[config.mk]
export PLATFORM = sky130hd
export DESIGN_NAME = score_text_writer_flat
export DESIGN_NICKNAME = d
export VERILOG_FILES = /design/src/rtl/score_text_writer_pkg.sv /design/src/rtl/score_text_writer_if.sv /design/src/rtl/score_text_writer_bin2bcd_serial.sv /design/src/rtl/score_text_writer.sv /design/src/flat_wrapper.sv
export SDC_FILE = /design/constraint.sdc
export NUM_CORES = 1
export LEC_CHECK = 0
export ABC_AREA = 1
export BUFFER_PORTS_ARGS = -buffer_cell sky130_fd_sc_hd__buf_2
export CAP_MARGIN = 10
export CORE_ASPECT_RATIO = 1.2
export CORE_UTILIZATION = 35
export DETAILED_ROUTE_END_ITERATION = 6
export SLEW_MARGIN = 20
export SYNTH_ARGS = -nofsm -noshare
export SYNTH_HDL_FRONTEND = slang
export SYNTH_SLANG_ARGS = --single-unit
[constraint.sdc]
create_clock -name Clk -period 2.3 [get_ports Clk]
set_clock_uncertainty 0.2 [all_clocks]
set_input_delay 0 -clock Clk [delete_from_list [all_inputs] [get_ports Clk]]
set_output_delay 0 -clock Clk [all_outputs]
set_load 0.01 [all_outputs]
[src/rtl/score_text_writer_pkg.sv]
// Shared types, character codes, message table and the double-dabble step for score_text_writer.
// Optional feature macro: SCORE_LEADING_BLANK_EN (leading zero digits written as spaces).
package score_text_pkg;

    typedef enum logic [1:0] {
        ST_IDLE     = 2'd0,
        ST_CONV     = 2'd1,
        ST_SCORE_WR = 2'd2,
        ST_MSG_WR   = 2'd3
    } state_t;

    localparam logic [7:0] CHAR_SPACE   = 8'h20;
    localparam logic [7:0] CHAR_ZERO    = 8'h30;
    localparam logic [3:0] MSG_LEN      = 4'd10;
    localparam logic [3:0] SCORE_DIGITS = 4'd5;

    // Row = msg_id, column = cell 0..9, left-aligned and space-padded.
    localparam logic [7:0] MSG_TABLE [4][10] = '{
        '{8'h20, 8'h20, 8'h20, 8'h20, 8'h20, 8'h20, 8'h20, 8'h20, 8'h20, 8'h20},
        '{8'h52, 8'h45, 8'h41, 8'h44, 8'h59, 8'h21, 8'h20, 8'h20, 8'h20, 8'h20},
        '{8'h47, 8'h41, 8'h4D, 8'h45, 8'h20, 8'h4F, 8'h56, 8'h45, 8'h52, 8'h20},
        '{8'h59, 8'h4F, 8'h55, 8'h20, 8'h57, 8'h49, 8'h4E, 8'h20, 8'h20, 8'h20}
    };

    // One double-dabble iteration: add 3 to every digit >= 5, then shift in the next binary bit.
    function automatic logic [19:0] dabble_step(input logic [19:0] bcd, input logic bit_in);
        logic [19:0] adj;
        adj = bcd;
        for (int k = 0; k < 5; k++) begin
            if (bcd[k*4 +: 4] >= 4'd5) begin
                adj[k*4 +: 4] = bcd[k*4 +: 4] + 4'd3;
            end else begin
                adj[k*4 +: 4] = bcd[k*4 +: 4];
            end
        end
        return {adj[18:0], bit_in};
    endfunction

endpackage

[src/rtl/score_text_writer_if.sv]
// Request/write-port bundle of score_text_writer; master = game logic + RAM side, slave = writer.
interface score_text_writer_if;
    logic [15:0] score;
    logic        score_update;
    logic        msg_req;
    logic [1:0]  msg_id;
    logic [7:0]  wr_address;
    logic [7:0]  wr_data;
    logic        wr_en;
    logic        busy;
    logic        done;

    modport master (
        output score, score_update, msg_req, msg_id,
        input  wr_address, wr_data, wr_en, busy, done
    );

    modport slave (
        input  score, score_update, msg_req, msg_id,
        output wr_address, wr_data, wr_en, busy, done
    );
endinterface

[src/rtl/score_text_writer_bin2bcd_serial.sv]
// Serial 16-bit binary to 5-digit BCD converter; the first shift happens on the start edge,
// so the result is valid (done pulse) 16 edges after start including the start edge.
module bin2bcd_serial
    import score_text_pkg::*;
(
    input  logic        i_clk,
    input  logic        i_rst_n,
    input  logic        i_start,
    input  logic [15:0] i_bin,
    output logic        o_busy,
    output logic        o_done,
    output logic [19:0] o_bcd
);

    logic [19:0] r_bcd;
    logic [15:0] r_sh;
    logic [3:0]  r_cnt;
    logic        r_busy;
    logic        r_done;

    // Load-and-shift on start, then one shift per cycle until the remaining count runs out.
    always_ff @(posedge i_clk or negedge i_rst_n) begin
        if (!i_rst_n) begin
            r_bcd  <= 20'd0;
            r_sh   <= 16'd0;
            r_cnt  <= 4'd0;
            r_busy <= 1'b0;
            r_done <= 1'b0;
        end else begin
            r_done <= 1'b0;
            if (i_start) begin
                r_bcd  <= dabble_step(20'd0, i_bin[15]);
                r_sh   <= {i_bin[14:0], 1'b0};
                r_cnt  <= 4'd15;
                r_busy <= 1'b1;
            end else if (r_busy) begin
                r_bcd <= dabble_step(r_bcd, r_sh[15]);
                r_sh  <= {r_sh[14:0], 1'b0};
                r_cnt <= r_cnt - 4'd1;
                if (r_cnt == 4'd1) begin
                    r_busy <= 1'b0;
                    r_done <= 1'b1;
                end else begin
                    r_busy <= 1'b1;
                end
            end else begin
                r_busy <= 1'b0;
            end
        end
    end

    assign o_busy = r_busy;
    assign o_done = r_done;
    assign o_bcd  = r_bcd;

endmodule

[src/rtl/score_text_writer.sv]
// Text-RAM write controller: arbitrates score/message requests and emits one cell write per cycle.
// Optional feature macro: SCORE_LEADING_BLANK_EN (blank leading zeros of the score, LSD always shown).
module score_text_writer
    import score_text_pkg::*;
#(
    parameter logic [7:0] SCORE_BASE = 8'd6,
    parameter logic [7:0] MSG_BASE   = 8'd115
)(
    input  logic                Clk,
    input  logic                Reset_n,
    score_text_writer_if.slave  bus
);

    state_t      r_state;
    logic [3:0]  r_idx;
    logic [1:0]  r_job_id;
    logic        r_lead;
    logic        r_score_pend;
    logic [15:0] r_score_val;
    logic        r_msg_pend;
    logic [1:0]  r_msg_val;
    logic [7:0]  r_wr_addr;
    logic [7:0]  r_wr_data;
    logic        r_wr_en;
    logic        r_busy;
    logic        r_done;

    logic        w_msg_go;
    logic        w_score_go;
    logic        w_msg_accept;
    logic        w_score_accept;
    logic [1:0]  w_msg_sel;
    logic [15:0] w_score_sel;
    logic        w_conv_busy;
    logic        w_conv_done;
    logic [19:0] w_bcd;
    logic [2:0]  w_pos;
    logic [3:0]  w_digit;
    logic        w_lead_in;
    logic        w_lead_out;
    logic [7:0]  w_char;

    // Request bypass in IDLE: a same-cycle request is treated as if already pending.
    always_comb begin
        w_msg_go       = bus.msg_req | r_msg_pend;
        w_score_go     = (bus.score_update | r_score_pend) & ~w_conv_busy;
        w_msg_sel      = bus.msg_req ? bus.msg_id : r_msg_val;
        w_score_sel    = bus.score_update ? bus.score : r_score_val;
        if (r_state == ST_IDLE) begin
            w_msg_accept   = w_msg_go;
            w_score_accept = w_score_go & ~w_msg_go;
        end else begin
            w_msg_accept   = 1'b0;
            w_score_accept = 1'b0;
        end
    end

    bin2bcd_serial u_bin2bcd (
        .i_clk   (Clk),
        .i_rst_n (Reset_n),
        .i_start (w_score_accept),
        .i_bin   (w_score_sel),
        .o_busy  (w_conv_busy),
        .o_done  (w_conv_done),
        .o_bcd   (w_bcd)
    );

    // Pick the digit for the next score write (MSD first) and its font code.
    always_comb begin
        if (r_state == ST_SCORE_WR) begin
            w_pos     = 3'd4 - r_idx[2:0];
            w_lead_in = r_lead;
        end else begin
            w_pos     = 3'd4;
            w_lead_in = 1'b1;
        end
        case (w_pos)
            3'd0:    w_digit = w_bcd[3:0];
            3'd1:    w_digit = w_bcd[7:4];
            3'd2:    w_digit = w_bcd[11:8];
            3'd3:    w_digit = w_bcd[15:12];
            3'd4:    w_digit = w_bcd[19:16];
            default: w_digit = 4'd0;
        endcase
        w_lead_out = w_lead_in & (w_digit == 4'd0);
`ifdef SCORE_LEADING_BLANK_EN
        if (w_lead_out && (w_pos != 3'd0)) begin
            w_char = CHAR_SPACE;
        end else begin
            w_char = CHAR_ZERO + {4'd0, w_digit};
        end
`else
        w_char = CHAR_ZERO + {4'd0, w_digit};
`endif
    end

    // Main FSM with registered write port, busy and done.
    always_ff @(posedge Clk or negedge Reset_n) begin
        if (!Reset_n) begin
            r_state      <= ST_IDLE;
            r_idx        <= 4'd0;
            r_job_id     <= 2'd0;
            r_lead       <= 1'b0;
            r_score_pend <= 1'b0;
            r_score_val  <= 16'd0;
            r_msg_pend   <= 1'b0;
            r_msg_val    <= 2'd0;
            r_wr_addr    <= 8'd0;
            r_wr_data    <= 8'd0;
            r_wr_en      <= 1'b0;
            r_busy       <= 1'b0;
            r_done       <= 1'b0;
        end else begin
            r_wr_en <= 1'b0;
            r_done  <= 1'b0;

            if (w_score_accept) begin
                r_score_pend <= 1'b0;
            end else if (bus.score_update) begin
                r_score_pend <= 1'b1;
                r_score_val  <= bus.score;
            end else begin
                r_score_pend <= r_score_pend;
            end

            if (w_msg_accept) begin
                r_msg_pend <= 1'b0;
            end else if (bus.msg_req) begin
                r_msg_pend <= 1'b1;
                r_msg_val  <= bus.msg_id;
            end else begin
                r_msg_pend <= r_msg_pend;
            end

            case (r_state)
                ST_IDLE: begin
                    if (w_msg_accept) begin
                        r_state   <= ST_MSG_WR;
                        r_job_id  <= w_msg_sel;
                        r_wr_en   <= 1'b1;
                        r_wr_addr <= MSG_BASE;
                        r_wr_data <= MSG_TABLE[w_msg_sel][0];
                        r_idx     <= 4'd1;
                        r_busy    <= 1'b1;
                    end else if (w_score_accept) begin
                        r_state <= ST_CONV;
                        r_busy  <= 1'b1;
                    end else begin
                        r_busy <= 1'b0;
                    end
                end
                ST_CONV: begin
                    if (w_conv_done) begin
                        r_state   <= ST_SCORE_WR;
                        r_wr_en   <= 1'b1;
                        r_wr_addr <= SCORE_BASE;
                        r_wr_data <= w_char;
                        r_lead    <= w_lead_out;
                        r_idx     <= 4'd1;
                    end else begin
                        r_state <= ST_CONV;
                    end
                end
                ST_SCORE_WR: begin
                    if (r_idx == SCORE_DIGITS) begin
                        r_state <= ST_IDLE;
                        r_busy  <= 1'b0;
                        r_done  <= 1'b1;
                    end else begin
                        r_wr_en   <= 1'b1;
                        r_wr_addr <= SCORE_BASE + {4'd0, r_idx};
                        r_wr_data <= w_char;
                        r_lead    <= w_lead_out;
                        r_idx     <= r_idx + 4'd1;
                    end
                end
                ST_MSG_WR: begin
                    if (r_idx == MSG_LEN) begin
                        r_state <= ST_IDLE;
                        r_busy  <= 1'b0;
                        r_done  <= 1'b1;
                    end else begin
                        r_wr_en   <= 1'b1;
                        r_wr_addr <= MSG_BASE + {4'd0, r_idx};
                        r_wr_data <= MSG_TABLE[r_job_id][r_idx];
                        r_idx     <= r_idx + 4'd1;
                    end
                end
                default: begin
                    r_state <= ST_IDLE;
                    r_busy  <= 1'b0;
                end
            endcase
        end
    end

    assign bus.wr_address = r_wr_addr;
    assign bus.wr_data    = r_wr_data;
    assign bus.wr_en      = r_wr_en;
    assign bus.busy       = r_busy;
    assign bus.done       = r_done;

endmodule

[src/flat_wrapper.sv]
// flat-port wrapper written by rule: the top's interface ports become plain ports
module score_text_writer_flat import score_text_pkg::*;
#(
    parameter logic [7:0] SCORE_BASE = 8'd6,
    parameter logic [7:0] MSG_BASE   = 8'd115
)
  (Clk, Reset_n, bus_score, bus_score_update, bus_msg_req, bus_msg_id, bus_wr_address, bus_wr_data, bus_wr_en, bus_busy, bus_done);
  score_text_writer_if bus_i ();
  input  logic Clk;
  input  logic Reset_n;
  input wire logic [$bits(bus_i.score)-1:0] bus_score;
  input wire logic [$bits(bus_i.score_update)-1:0] bus_score_update;
  input wire logic [$bits(bus_i.msg_req)-1:0] bus_msg_req;
  input wire logic [$bits(bus_i.msg_id)-1:0] bus_msg_id;
  output wire logic [$bits(bus_i.wr_address)-1:0] bus_wr_address;
  output wire logic [$bits(bus_i.wr_data)-1:0] bus_wr_data;
  output wire logic [$bits(bus_i.wr_en)-1:0] bus_wr_en;
  output wire logic [$bits(bus_i.busy)-1:0] bus_busy;
  output wire logic [$bits(bus_i.done)-1:0] bus_done;
  assign bus_i.score = bus_score;
  assign bus_i.score_update = bus_score_update;
  assign bus_i.msg_req = bus_msg_req;
  assign bus_i.msg_id = bus_msg_id;
  assign bus_wr_address = bus_i.wr_address;
  assign bus_wr_data = bus_i.wr_data;
  assign bus_wr_en = bus_i.wr_en;
  assign bus_busy = bus_i.busy;
  assign bus_done = bus_i.done;
  score_text_writer #(.SCORE_BASE(SCORE_BASE), .MSG_BASE(MSG_BASE)) u_core (.Clk(Clk), .Reset_n(Reset_n), .bus(bus_i));
endmodule
* Yosys cells after proc, flatten, opt, wreduce, memory -nomap -nowiden *
Cells that the tools add are included.

storage, ports and cells
  input bits = 22
  memories = 0
  memory bits (read-only) = 0
  logic and storage cells = 142
  latch bits = 0
  bits in writable memories = 0
  bits in registers = 89

operators by class
  shifts and indexed selects = 0
  multipliers = 0
  div/mod/pow operators = 0
  order comparisons = 8
  mux-type cells = 70
  reductions and logical operators = 10
  eq/ne operators = 17
  $add $sub $neg = 11
  bitwise operators = 9

operator list
  cell                                                                                  number
  80-bit binary-select mux with 2-bit select                                            2
  80-bit two-way mux                                                                    4
  8-bit two-way mux                                                                     10
  8-bit one-hot mux with 4 select lines                                                 2
  16-bit two-way mux                                                                    3
  20-bit two-way mux                                                                    2
  4-bit two-way mux                                                                     10
  8-bit binary-select mux with 4-bit select                                             1
  1-bit two-way mux                                                                     22
  4-bit by 3-bit greater-or-equal comparator with 1-bit output (second input constant)  5
  4-bit one-hot mux with 5 select lines                                                 1
  4-bit by 2-bit adder with 4-bit output (second input constant)                        4
  4-bit one-hot mux with 4 select lines                                                 1
  2-bit two-way mux                                                                     6
  7-bit by 4-bit adder with 8-bit output (first input constant)                         1
  2-bit != test (second input constant)                                                 4
  2-bit one-hot mux with 4 select lines                                                 1
  6-bit by 4-bit adder with 7-bit output (first input constant)                         1
  3-bit by 2-bit == test with 1-bit output (second input constant)                      2
  3-bit greater-or-equal comparator (second input constant)                             2
  3-bit two-way mux                                                                     2
  2-bit inverter with 3-bit output                                                      2
  3-bit AND reduction                                                                   2
  2-bit nonzero test                                                                    3
  27 further kinds                                                                      32

* Longest topological paths before layout *
  depth in word-level cells = 9
  depth in mapped cells = 15

* Cells and area by module *
A second synthesis with hierarchy kept.

second synthesis, totals
  cells, all modules = 722
  area, all modules = 5326.4 sq um

modules (own cells, without submodules)
  module             cells each  area an instance (sq um)  times used  sequential area each (sq um)
  score_text_writer  450         3156.8                    1           1151.1
  bin2bcd_serial     272         2169.6                    1           1026.0

* Worst setup path before layout *
Ideal clock, no wire load.

  path type = register -> register
  start = register u_core.r_idx[0]
  end = register u_core.r_wr_data[0] (netlist: u_core.bus.wr_data[0])
  cell stages (with the launch flop) = 15
  path slack = 0.347 ns
  arrival time = 1.636 ns
  library setup time = 0.117 ns
  path through = dfrtp_1 -> inv_1 -> buf_2 -> ha_1 -> nand2_1 -> nand2_1 -> inv_1 -> nand2_1 -> nor2_1 -> nor2_1 -> nand2_1 -> nand2_1 -> nand2_1 -> nand2_1 -> nand2_1

between the ends
  word-level cells in the longest chain between the ends = 7
  elaborated cells between the ends (all ways) = 22
  classes of those cells = 2 x add/sub; 8 x eq/ne; 9 x mux; 1 x bitwise; 2 x reduce/logical

RTL lines
  element                                      line                                                source
  from (decl)                                  score_text_writer.sv:15                             logic [3:0] r_idx;
  from (signal assigned)                       score_text_writer.sv:174                            r_idx <= r_idx + 4'd1;
  from (signal assigned)                       score_text_writer.sv:186                            r_idx <= r_idx + 4'd1;
  3-bit subtractor                             score_text_writer.sv:71                             w_pos = 3'd4 - r_idx[2:0];
  3-bit two-way mux                            score_text_writer.sv:70                             if (r_state == ST_SCORE_WR) begin
  3-bit == test, or another cell as far along  score_text_writer.sv:77                             case (w_pos)
  4-bit one-hot mux with 5 select lines        score_text_writer.sv:77
  6-bit by 4-bit adder with 7-bit output       score_text_writer.sv:93                             w_char = CHAR_ZERO + {4'd0, w_digit};
  8-bit two-way mux, on equally long branches  score_text_writer.sv:165, score_text_writer.sv:153
  8-bit one-hot mux with 4 select lines        score_text_writer.sv:135                            case (r_state)
  to (signal assigned)                         score_text_writer.sv:142                            r_wr_data <= MSG_TABLE[w_msg_sel][0];
  to (signal assigned)                         score_text_writer.sv:172                            r_wr_data <= w_char;
  to (signal assigned)                         score_text_writer.sv:185                            r_wr_data <= MSG_TABLE[r_job_id][r_idx];
  to (decl)                                    score_text_writer.sv:23                             logic [7:0] r_wr_data;

Parallel ways exist; a longest one is shown, timed or not. The select of a mux whose other input is x is not followed.
A chain may end at the register's enable or synchronous reset.

* Worst setup path in the final report *
  start = register u_core.r_state[0]
  end = register u_core.r_busy (netlist: u_core.bus.busy)

between the ends
  word-level cells in the longest chain between the ends = 5
  elaborated cells between the ends (all ways) = 12
  classes of those cells = 4 x eq/ne; 5 x mux; 3 x reduce/logical

RTL lines
  element                                line                                               source
  from (decl)                            score_text_writer.sv:14                            state_t r_state;
  from (signal assigned)                 score_text_writer.sv:100                           r_state <= ST_IDLE;
  from (signal assigned)                 score_text_writer.sv:138                           r_state <= ST_MSG_WR;
  from (signal assigned)                 score_text_writer.sv:146                           r_state <= ST_CONV;
  2-bit zero test                        score_text_writer.sv:49, score_text_writer.sv:135
  1-bit two-way mux                      score_text_writer.sv:49                            if (r_state == ST_IDLE) begin
  1-bit two-way mux                      score_text_writer.sv:145                           end else if (w_score_accept) begin
  1-bit two-way mux                      score_text_writer.sv:137                           if (w_msg_accept) begin
  1-bit one-hot mux with 3 select lines  score_text_writer.sv:135
  to (signal assigned)                   score_text_writer.sv:144                           r_busy <= 1'b1;
  to (signal assigned)                   score_text_writer.sv:147                           r_busy <= 1'b1;
  to (signal assigned)                   score_text_writer.sv:149                           r_busy <= 1'b0;
  to (decl)                              score_text_writer.sv:25                            logic r_busy;

Parallel ways exist; a longest one is shown, timed or not.

==> run_results.csv <==
group,metric,value,unit
cells_and_area,register_area,2177,sq um
logic_synthesis,ys_types,40,
cells_and_area,multi_input_area,2613,sq um
pwr,powerDensity,1302,nW/um^2
worst_setup_path,path_cells,"inv_1, ha_1, buf_4, inv_1, nor2_1, o21ai_0, o31ai_1",
worst_setup_path,crit_required,2360,ps
global_routing,antenna_found_initial,0,
placed_design,hpwl,9.001,mm
placed_design,io_buffers,39,
logic_synthesis,synth_seq_cells,87,
cts,htree_levels,3,
worst_setup_path,worst-path-stages,7,
worst_setup_path,cpMostUsedCell,"inv_1",
cts,clock_path_buffers,2,
routing,drcViolationCount,0,
worst_setup_path,cp_max_fo,17,
timing,final-max-slew-violation-count,0,
pwr,p_leak,3.027,nW
logic_synthesis,synth-edff-count,0,
cells_and_area,antennaDiodeCount,0,
timing,post-route-period-util,0.9052,
logic_synthesis,syn_area,5294,sq um
routing,wire_per_inst,13.21,um
cells_and_area,mostFrequentLayoutCells,"nand2_1, dfrtp_1, inv_1, o21ai_0, nor2_1",
cts,numCtsBuffers,9,
die,fp.dieW,114.3,um
logic_synthesis,synthArstFlopShare,1.000,
logic_synthesis,synth_mux_area_frac,0.002127,
logic_synthesis,yosysTopAreaCellShare,0.4113,
cts,cts_sinks,87,
global_routing,overflow,0,
placed_design,dp_cells,908,
worst_hold_path,worst_hold_path_type,"in2reg",
worst_setup_path,path_buf_inv,3,
die,initial_core_util,0.3627,
cts,root_buffer,"clkbuf_16",
routing,routed_via_density,4.820,
routing,drt-total-wl,12.47,mm
logic_synthesis,seq_area_frac_synth,0.4113,
routing,drt_pre_antenna_iters,5,
cells_and_area,drive_gt1_frac,0.1492,
cells_and_area,finalNonFillerCells,944,
cts,clkSlewWorstSetupHoldPaths,60,ps
global_routing,track_usage,0.1701,
logic_synthesis,avgSynthCellArea,7.820,sq um
logic_synthesis,synth-xor-area-share,0.006618,
worst_setup_path,crit_family,"buffers and inverters",
pwr,ir_drop,0.5734,mV
routing,antenna_left,0,
worst_setup_path,crit_path_top_delay_cell,"dfrtp_1",
global_routing,grt_pass1_wl,20.76,mm
cells_and_area,nFillCells,1483,
logic_synthesis,synth_top_family_by_area,"simple AND/OR/NAND/NOR gates",
global_routing,grt_pass1_vias,4321,
routing,drt_iter0_markers,281,
cells_and_area,layout_commonest_cell,"nand2_1",
logic_synthesis,synth_compound_area_frac,0.1818,
logic_synthesis,synthCells,677,
cts,cts_setup_buffers,0,
die,rows,48,
cells_and_area,area_delta_synth_final,18.46,%
logic_synthesis,synthFlopType,"dfrtp_1",
worst_setup_path,rr_worst_depth,7,
placed_design,gp_congestion,0.8714,
worst_setup_path,r2r_slack,220,ps
worst_setup_path,start_kind,"flip-flop",
logic_synthesis,synth_area_leaders,"dfrtp_1, nand2_1, ha_1, o21ai_0, inv_1",
timing,rsz0062_at_grt,"false",
logic_synthesis,synthesis.nets,734,
die,core_area,14590,sq um
outcome,outcome,"completed",
worst_setup_path,critPathCaptureType,"flip-flop",
die,die_h,136.7,um
global_routing,grt_max_degree,54,
timing,setup_viol_count_final,0,
routing,vias,4550,
logic_synthesis,synthAdderAreaFrac,0.08272,
cts,cts_tree,"built",
logic_synthesis,yosys_warnings,0,
timing,hold_violations,0,
worst_setup_path,critPathKind,"reg2reg",
worst_hold_path,hold_depth,5,
flow_run,drv_cap,0,
cts,insertion_delay,350,ps
timing,fin_crit,2082,ps
logic_synthesis,synth_area_leader_cell,"dfrtp_1",
cells_and_area,final_nets,797,
worst_setup_path,cpPeakStageDelay,410,ps
worst_setup_path,crit_arrival,2140,ps
timing,max_freq,480.3,MHz
die,die-area,15620,sq um
timing,setup-tns-final,0,ps
logic_synthesis,synth-simple-area-share,0.2191,
die,boundaryPins,41,
## state kept, by name, indices dropped and copies added, names as in the netlist, 2 cells and up
| register | cells |
|---|---|
| u_core.u_bin2bcd.o_bcd | 20 |
| u_core.r_score_val | 16 |
| u_core.u_bin2bcd.r_sh | 15 |
| u_core.bus.wr_address | 8 |
| u_core.bus.wr_data | 7 |
| u_core.r_idx | 4 |
| u_core.u_bin2bcd.r_cnt | 4 |
| u_core.r_job_id | 2 |
| u_core.r_msg_val | 2 |
| u_core.r_state | 2 |
## worst paths after layout
kind,start,endpoint
setup / recovery,u_core.r_state[0],u_core.bus.busy
hold / removal,bus_msg_id[0],u_core.r_job_id[0]
setup reg to reg,u_core.r_state[0],u_core.bus.busy
hold reg to reg,u_core.bus.wr_data[0],u_core.bus.wr_data[0]
max in group asynchronous,Reset_n,u_core.r_idx[1]
min in group asynchronous,Reset_n,u_core.r_score_val[11]
## final cells by class
| type | count | share of cell area |
|---|---|---|
| Timing Repair Buffer | 80 | 0.09258 |
| Inverter | 92 | 0.05507 |
| Clock inverter | 3 | 0.01097 |
| Tap cell | 200 | 0.03990 |
| Clock buffer | 12 | 0.03771 |
| Sequential cell | 87 | 0.3472 |
| Multi-Input combinational cell | 470 | 0.4166 |
## what timing repair did
item,4_1_cts,5_1_grt
hold buffers,21,0
setup endpoints to repair,0,2
gates resized for setup,0,1
hold endpoints to repair,123,0
## synthesized netlist by cell type (2+ instances only)
library cell / count
a211oi_1: 3
a21oi_1: 24
a31oi_1: 5
buf_2: 12
buf_4: 7
buf_6: 2
clkbuf_1: 7
dfrtp_1: 87
ha_1: 35
inv_1: 86
inv_2: 6
nand2_1: 148
nand2_2: 2
nand3_1: 49
nand4_1: 3
nor2_1: 54
nor2_2: 4
nor2_4: 2
o211ai_1: 3
o21ai_0: 66
o21ai_1: 19
o21ai_2: 2
o221ai_1: 6
o221ai_2: 9
o22ai_1: 12
or2_2: 8
xor2_1: 3
## per-layer routing
metal	track usage	wire length, um	vias up
li1	-	-	2335
met4	0.08297	361	0
met5	0	0	-
met3	0.02834	419	25
met2	0.2902	6161	86
met1	0.2080	5527	2104
## worst min-delay path: cells and delay by family
kind / cells / cell delay, ps
buffers and inverters: 2 / 230
AO/OA/AOI/OAI: 2 / 200
AND/OR/NAND/NOR: 1 / 80
## power by group
| part | total (mW) | internal [mW] | leakage (nW) | switching, mW |
|---|---|---|---|---|
| combinational | 4.10 | 1.50 | 1.79 | 2.59 |
| sequential | 2.54 | 2.13 | 1.09 | 0.410 |
| clock | 1.53 | 0.948 | 0.147 | 0.579 |
## stage by stage
step           worst slack [ps]    util  area, sq um  total power [mW]  hold slack (ps)
2_1_floorplan             347.0       -         5294             5.501           -495.6
3_3_place_gp              207.9  0.3935         5743             6.582           -212.1
3_5_place_dp              187.9  0.3935         5743             6.626           -214.2
4_1_cts                   160.1  0.4295         6269             8.224            1.980
5_1_grt                   40.61  0.4297         6271             8.890            35.50
6_report                  217.9  0.4297         6271             8.166            4.966
## kinds of logic (layout without fill, tap and decap cells)
group                    after synthesis  count (layout)
AND/OR/NAND/NOR                      273             273
XOR/XNOR                               4               4
buffers and inverters                120             187
adder cells (fa/ha/maj)               35              35
other                                  1               1
flip-flops                            87              87
multiplexers                           1               1
AO/OA/AOI/OAI                        156             156
Power figures use the tool's default switching activity.
